===== src/rtl/cp_out_responder_pkg.sv =====
// cp_out_responder_pkg: shared types and constants for the control-plane output responder.
`default_nettype none

package cp_out_responder_pkg;

    localparam int TEST_CP_OUT_ADDR_WIDTH = 21;
    localparam int TEST_CP_IN_DATA_WIDTH  = 20;
    localparam int ERR_CNT_WIDTH          = 16;

    typedef enum logic [1:0] {
        IDLE = 2'd0,
        WAIT = 2'd1,
        RESP = 2'd2
    } cp_rsp_state_t;

    typedef struct packed {
        logic                              write;
        logic [TEST_CP_OUT_ADDR_WIDTH-1:0] addr;
        logic [TEST_CP_IN_DATA_WIDTH-1:0]  wdata;
    } cp_req_t;

    function automatic logic [ERR_CNT_WIDTH-1:0] sat_inc(input logic [ERR_CNT_WIDTH-1:0] v);
        return (&v) ? v : v + 1'b1;
    endfunction

endpackage

`default_nettype wire


===== src/rtl/cp_out_responder_reg_array.sv =====
// cp_reg_array: DEPTH x DATA_WIDTH register file, async clear, one write port, one combinational read port.
`default_nettype none

module cp_reg_array #(
    parameter int DEPTH      = 16,
    parameter int DATA_WIDTH = 20,
    parameter int IDX_W      = 4
) (
    input  logic                  clk,
    input  logic                  rst,
    input  logic                  we_i,
    input  logic [IDX_W-1:0]      waddr_i,
    input  logic [DATA_WIDTH-1:0] wdata_i,
    input  logic [IDX_W-1:0]      raddr_i,
    output logic [DATA_WIDTH-1:0] rdata_o
);

    logic [DATA_WIDTH-1:0] mem_q [DEPTH];

    always_ff @(posedge clk or posedge rst) begin
        if (rst) begin
            for (int i = 0; i < DEPTH; i++) begin
                mem_q[i] <= '0;
            end
        end else if (we_i) begin
            mem_q[waddr_i] <= wdata_i;
        end
    end

    assign rdata_o = mem_q[raddr_i];

endmodule

`default_nettype wire


===== src/rtl/cp_out_responder.sv =====
// cp_out_responder: register-backed target for control_plane_out requests, one transaction outstanding.
// Optional error counter enabled by defining CP_OUT_RESPONDER_ERR_CNT_EN.
`default_nettype none

module cp_out_responder
    import cp_out_responder_pkg::*;
#(
    parameter int ADDR_WIDTH = TEST_CP_OUT_ADDR_WIDTH,
    parameter int DATA_WIDTH = TEST_CP_IN_DATA_WIDTH,
    parameter int DEPTH      = 16,
    parameter int RD_LATENCY = 2
) (
    input  logic                     clk,
    input  logic                     rst,
    input  logic                     req_valid,
    output logic                     req_ready,
    input  logic                     req_write,
    input  logic [ADDR_WIDTH-1:0]    req_addr,
    input  logic [DATA_WIDTH-1:0]    req_wdata,
    output logic                     rsp_valid,
    input  logic                     rsp_ready,
    output logic [DATA_WIDTH-1:0]    rsp_rdata,
    output logic                     rsp_err,
    output logic [ERR_CNT_WIDTH-1:0] err_count
);

    localparam int                    IDX_W    = $clog2(DEPTH);
    localparam logic [ADDR_WIDTH-1:0] DEPTH_A  = ADDR_WIDTH'(DEPTH);
    localparam logic [1:0]            LAT_INIT = 2'(RD_LATENCY - 1);

    cp_rsp_state_t         state_q, state_d;
    logic [1:0]            lat_cnt_q, lat_cnt_d;
    logic [IDX_W-1:0]      idx_q, idx_d;
    logic [DATA_WIDTH-1:0] rdata_q, rdata_d;
    logic                  err_q, err_d;
    logic                  ready_q;

    logic                  accept;
    logic                  in_range;
    logic                  arr_we;
    logic [IDX_W-1:0]      rd_idx;
    logic [DATA_WIDTH-1:0] rd_data;

    // Full-width compare so high address bits never alias onto the array.
    assign in_range = (req_addr < DEPTH_A);
    assign accept   = req_valid && ready_q;
    assign arr_we   = accept && req_write && in_range;
    assign rd_idx   = (state_q == IDLE) ? req_addr[IDX_W-1:0] : idx_q;

    cp_reg_array #(
        .DEPTH      (DEPTH),
        .DATA_WIDTH (DATA_WIDTH),
        .IDX_W      (IDX_W)
    ) u_reg_array (
        .clk     (clk),
        .rst     (rst),
        .we_i    (arr_we),
        .waddr_i (req_addr[IDX_W-1:0]),
        .wdata_i (req_wdata),
        .raddr_i (rd_idx),
        .rdata_o (rd_data)
    );

    always_comb begin
        state_d   = state_q;
        lat_cnt_d = lat_cnt_q;
        idx_d     = idx_q;
        rdata_d   = rdata_q;
        err_d     = err_q;
        case (state_q)
            IDLE: begin
                if (accept) begin
                    idx_d = req_addr[IDX_W-1:0];
                    if (req_write || !in_range) begin
                        state_d = RESP;
                        rdata_d = '0;
                        err_d   = !in_range;
                    end else if (RD_LATENCY == 1) begin
                        state_d = RESP;
                        rdata_d = rd_data;
                        err_d   = 1'b0;
                    end else begin
                        state_d   = WAIT;
                        lat_cnt_d = LAT_INIT;
                    end
                end
            end
            WAIT: begin
                // Counter reaching zero on this edge means the response is due next cycle.
                lat_cnt_d = lat_cnt_q - 2'd1;
                if (lat_cnt_q == 2'd1) begin
                    state_d = RESP;
                    rdata_d = rd_data;
                    err_d   = 1'b0;
                end
            end
            RESP: begin
                if (rsp_ready) begin
                    state_d = IDLE;
                    rdata_d = '0;
                    err_d   = 1'b0;
                end
            end
            default: state_d = IDLE;
        endcase
    end

    always_ff @(posedge clk or posedge rst) begin
        if (rst) begin
            state_q   <= IDLE;
            lat_cnt_q <= '0;
            idx_q     <= '0;
            rdata_q   <= '0;
            err_q     <= 1'b0;
            ready_q   <= 1'b0;
        end else begin
            state_q   <= state_d;
            lat_cnt_q <= lat_cnt_d;
            idx_q     <= idx_d;
            rdata_q   <= rdata_d;
            err_q     <= err_d;
            // Registered ready stays low through reset and rises one edge after release.
            ready_q   <= (state_d == IDLE);
        end
    end

    assign req_ready = ready_q;
    assign rsp_valid = (state_q == RESP);
    assign rsp_rdata = rdata_q;
    assign rsp_err   = err_q;

`ifdef CP_OUT_RESPONDER_ERR_CNT_EN
    logic [ERR_CNT_WIDTH-1:0] err_cnt_q;

    always_ff @(posedge clk or posedge rst) begin
        if (rst) begin
            err_cnt_q <= '0;
        end else if (rsp_valid && rsp_ready && err_q) begin
            err_cnt_q <= sat_inc(err_cnt_q);
        end
    end

    assign err_count = err_cnt_q;
`else
    assign err_count = '0;
`endif

endmodule

`default_nettype wire


===== config.mk =====
export PLATFORM = sky130hd
export DESIGN_NAME = cp_out_responder
export DESIGN_NICKNAME = d
export VERILOG_FILES = /design/src/rtl/cp_out_responder_pkg.sv /design/src/rtl/cp_out_responder_reg_array.sv /design/src/rtl/cp_out_responder.sv
export SDC_FILE = /design/constraint.sdc
export NUM_CORES = 1
export LEC_CHECK = 0
export CAP_MARGIN = 10
export CORE_ASPECT_RATIO = 0.9
export CORE_MARGIN = 10
export CORE_UTILIZATION = 60
export CTS_CLUSTER_DIAMETER = 120
export CTS_CLUSTER_SIZE = 30
export DETAILED_ROUTE_END_ITERATION = 10
export PLACE_DENSITY = 0.87
export SYNTH_ARGS = -nofsm -noshare
export SYNTH_HDL_FRONTEND = slang
export SYNTH_HIERARCHICAL = 1
export SYNTH_SLANG_ARGS = --single-unit

===== constraint.sdc =====
create_clock -name clk -period 14.7 [get_ports clk]
set_clock_uncertainty 0.05 [all_clocks]
set_input_delay 2.94 -clock clk [delete_from_list [all_inputs] [get_ports clk]]
set_output_delay 2.94 -clock clk [all_outputs]
set_load 0.01 [all_outputs]

After elaboration in Yosys (flattened, before gate mapping)
Cells that the tools add are included.

Register bits after elaboration: 350. Bits of input ports: 46. Output and inout port bits: 39. Word-level logic and storage cells: 75.

$add $sub $neg: 1. Order comparisons: 4. Eq/ne operators: 8. Muxes and demuxes: 25. Bitwise logic cells: 2. Reduce and logical (&&, ||, !) cells: 13.

Operators by type and width (count): bitwise mux 320 bit (1); two-way mux 20 bit (7); binary-select mux 20 bit (select 4 bit) (1); demux 20 bit (select 4 bit) (1); case mux 20 bit (3 select lines) (1); less-than comparator 21 x 5 -> 1 bit, second input constant (1); two-way mux 2 bit (6); >= comparator 5 bit, second input constant (2); NOT 4 -> 5 bit (2); != test 2 bit, second input constant (3); case mux 2 bit (3 select lines) (1); less-than comparator 5 x 1 -> 1 bit, second input constant (1); AND reduction 5 bit (1); equality test 2 x 1 -> 1 bit, second input constant (2); logical AND 1 bit (4); logical NOT 2 bit (2); two-way mux 1 bit (4); two-way mux 4 bit (1); != test 2 x 1 -> 1 bit, second input constant (2); case mux 2 bit (2 select lines) (1); case mux 1 bit (3 select lines) (1); AND reduction 3 bit (1); nonzero test 3 bit (1); equality test 2 bit, second input constant (1); other kinds (5) (5).

Depth between registers and ports, before layout
Depth in word-level cells: 8. Depth in mapped cells: 12. Mapped depth without buffers: 8.

Hierarchy
Netlist, hierarchy kept.

Modules (own cells, without submodules): cp_reg_array (times used 1, cells an instance 893, area each 14411.3 um^2); cp_out_responder (times used 1, cells an instance 170, area each 1731.7 um^2).

Worst setup path after synthesis
No wires, ideal clock.

Path kind: in2reg. Start: in req_addr[18]. End: reg u_reg_array/mem_q[260] in the netlist's numbering. Setup time: 0.125 ns. Arrival: 4.900 ns. Data required time: 14.525 ns. Path slack: 9.625 ns. Cell stages on the path: 7. Buffers on the path: 1. Path through: nor4_2 -> nand3_2 -> nor3_1 -> nand2_1 -> or4_4 -> buf_6 -> mux2_4.

Cells in the longest elaborated chain, start to end: 2.

RTL lines: from (decl) (line cp_out_responder.sv:18) `input logic [ADDR_WIDTH-1:0] req_addr,`; less-than comparator 21 x 5 -> 1 bit (line cp_out_responder.sv:45) `assign in_range = (req_addr < DEPTH_A);`; logical AND 1 bit (line cp_out_responder.sv:47) `assign arr_we = accept && req_write && in_range;`; named net arr_we (line cp_out_responder.sv:40) `logic arr_we;`; to (signal, indexed assignment) (line cp_out_responder_reg_array.sv:26) `mem_q[waddr_i] <= wdata_i;`; to (decl) (line cp_out_responder_reg_array.sv:18) `logic [DATA_WIDTH-1:0] mem_q [DEPTH];`.

The timed path passes the listed nets, and every way through them passes these cells. A chain may end at the register's enable or synchronous reset.

Worst setup path after layout
Start: in req_addr[9]. End: reg u_reg_array/mem_q[90] in the netlist's numbering.

Same word-level chain as after synthesis.

==> implementation parameters <==
Parameter                              Value

Clocking
  TritonCTS clock tree ... built
  Number of gates resized after cts ... 0
  CTS Buf Count ... 15
  Clock Latency Late Sink ... about 0.52 ns
  Sink Count ... 350
  Post-CTS Setup Inserts ... 0
  Clock Root Buffer ... clkbuf_16
  Number of buffers inserted by hold repair at cts ... 0
  Buffer depth of the longest clock path ... 3
  Register clock-pin slew on the reported worst setup and hold paths ... 0.11 ns
  Number of H-tree branching levels ... 1

Timing
  Count of final max-slew check failures ... 0
  Setup violations, final ... 0
  Highest clock rate ... 163 MHz
  Worst Max-Slew Pin Slew ... 1.25 ns
  Min Clock Period, post-route ... 6.12 ns
  Final clock period utilization by the worst path ... 41.7%
  Normalized max-slew margin ... 16.6%
  Total negative slack ... 0 ns
  Hold violation total from the final report ... 0
  Unrepaired setup endpoints after global routing ... false

Die
  Row cnt ... 56
  Starting Density ... 61.4%
  Overall die area ... ~34,000 sq um
  Ports ... 85
  Width of the die ... 193 microns
  Std-Cell Core Area ... 26,300 sq um
  Die outline height ... 176 microns

Logic synthesis
  Post-synthesis average cell area ... 15.2 sq um
  Cell types with the largest area share after synthesis ... dfrtp_1 54%, mux2_2 21%, mux4_2 11%
  Cell types with the highest counts after synthesis ... 350 x dfrtp_1, 306 x mux2_2, 80 x mux4_2
  Share of synthesized area occupied by flip-flops and latches ... 54.3%
  Post-synth EDFFs ... 0
  Cell count after synthesis ... 1,063
  Share of Yosys cell area claimed by the top area cell type ... 54.3%
  Dominant cell by count in the synthesized netlist ... dfrtp_1
  Synthesis Warnings ... 6
  Area of the mapped netlist ... 16,100 sq um
  Share of async-settable or async-resettable flops after synthesis ... 100%
  Cell taking the most area after synthesis ... dfrtp_1
  Primary FF master, synth ... dfrtp_1
  Count of cell types in the netlist ... 40
  Number of flip-flops and latches in the synthesized netlist ... 350

Finish
  Fraction of final layout cells with drive strength greater than 1 ... 43.2%
  Fill cells ... 1,828
  Area occupied by multi-input gates ... 6860 sq um
  Total Nets Final ... 1,134
  Footprint of the flip-flops and latches ... 8760 sq um
  Area growth, synth to finish ... 8.13%
  Antenna diode instance count ... 0

Setup path
  Critical path peak fanout ... 11
  List of cells traversed by the critical path ... clkdlybuf4s50_1 > nor4_4 > nand3_2 > nor3_1 > nand2_1 > nor3_2 > buf_4 > mux2_2
  Delay of the slowest cell on the worst path ... 0.92 ns
  Launching element type of the critical path ... input pin
  Depth of the most critical reg-to-reg path ... 9
  Cell family with most CP delay ... simple AND/OR/NAND/NOR gates
  Number of buffers and inverters on the critical path ... 2
  Critical path arrival ... 6.47 ns
  Sort of element at the end of the critical path ... flop
  Category of the critical setup timing path ... in -> reg
  Critical path required time ... approximately 15 ns
  Critical path's slowest cell ... nor3_2
  Cell count along the critical path ... 8

Routing
  Total length of routed wires ... 34,600 microns
  Via count normalized by instance count ... 6.29
  WL per Instance ... ~24 microns
  Number of DRC violations after detailed routing ... 0
  Remaining antenna violation count after routing ... 0
  Count of TritonRoute iterations in the first routing pass ... 4
  Iteration-0 DRC Markers ... 868
  DR vias ... roughly 9,000

Worst hold path
  Worst Hold Path Cells ... 1
  Min-Delay Path Class ... reg -> reg

Global routing
  Global-route usage over all layers ... between 20% and 30%
  Number of antenna violations at the first check in global routing ... 0
  Vias in the first global route ... 9,428
  First-pass GRT wire length ... 54,500 microns
  Total congestion overflow ... 0
  Maximum number of pins on one net before global-route repair ... 190

Run status
  Result of the run ... complete, no violations

Pwr
  Peak supply drop ... 0.119 mV
  LEAKAGE ... 8.45 nW
  Final Total Pwr ... about 0.0018 W
  Pwr Density ... 105 nW/um^2

Place
  Last weighted congestion value of the routability-driven placer ... 0.790
  Sum of net half-perimeters after detailed placement ... 20,900 microns
  Count of buffers from port buffering ... 68

Run
  Maxcap violations ... 0
[cell families (layout without fill, tap and decap cells)]
family	count (synthesis)	after routing	share of synthesized area [%]
AND/OR/NAND/NOR	94	94	2.85
multiplexers	428	428	35.7
other	1	16	0.0232
AO/OA/AOI/OAI	55	55	2.76
flip-flops	350	350	54.3
buffers and inverters	130	135	3.98
adder cells (fa/ha/maj)	5	5	0.388
[sequential cells by signal, indices dropped and copies added (netlist names)]
name and flops:
lat_cnt_q 2, rsp_rdata 20, state_q 2, u_reg_array/mem_q 320, req_ready 1, idx_q 4
rsp_err 1
[cell usage in the layout (no fill, tap or decap), drive strengths merged]
master and count:
or3 3, conb 16, a31oi 1, nand3b 3, clkbuf 15, o31ai 1, o31a 1, or4 1
nor2b 5, nand3 7, mux2 328, nor3b 2, nor4 3, nand2b 3, a21oi 1, o41ai 1
ha 5, mux4 80, a22oi 40, a2bb2oi 1, nand2 49, a2111oi 1, inv 29, nor3 6
nor2 11, clkdlybuf4s50 68, and2 1, o2bb2ai 2, dfrtp 350, o21ai 4, a21o 2, mux2i 20
buf 23
[layer usage]
metal	global-route usage, %	vias up	routed length [microns]
li1	-	3870	-
met5	0	-	0
met4	3.24	0	458
met1	29.8	4839	15400
met2	31.4	259	15900
met3	4.73	31	2840
[final cells by class]
type	count	area share (%)
clock inverters	2	0.115
multi-input cells	598	39.3
flip-flops and latches	350	50.2
repair buffers	91	5.14
inverters	27	0.624
well taps	348	2.49
clock buffers	15	2.15
[through the flow]
stage / hold slack [ns] / utilization [%] / instances / instance area, sq um / setup slack (ns)
floorplan: 0.402 / - / 1078 / 16200 / 2.85
global placement: 0.414 / 64.7 / 1411 / 17000 / 8.23
detailed placement: 0.427 / 64.7 / 1411 / 17000 / 8.05
CTS: 0.458 / 66.2 / 1428 / 17400 / 8.58
global route: 0.472 / 66.4 / 1431 / 17500 / 8.39
finish: 0.452 / 66.4 / 1431 / 17500 / 8.58
[final timing paths]
check / to / slack (ns) / startpoint
max: u_reg_array/mem_q[90] / 8.58 / req_addr[9]
min: rsp_err / 0.45 / rsp_err
max reg2reg: rsp_rdata[18] / 10.83 / state_q[1]
min reg2reg: rsp_err / 0.45 / rsp_err
max in group asynchronous: u_reg_array/mem_q[248] / 10.11 / rst
min in group asynchronous: rsp_rdata[0] / 2.84 / rst
[where the power goes]
| part | leakage (nW) | internal [W] | switching [W] |
|---|---|---|---|
| clock | 0.195 | 0.000189 | 0.000285 |
| sequential | 4.87 | 0.000972 | 0.00000664 |
| combinational | 3.38 | 0.000148 | 0.000237 |
| total | 8.45 | 0.00131 | 0.000529 |
Note: power is estimated with default switching activity, not from simulation.
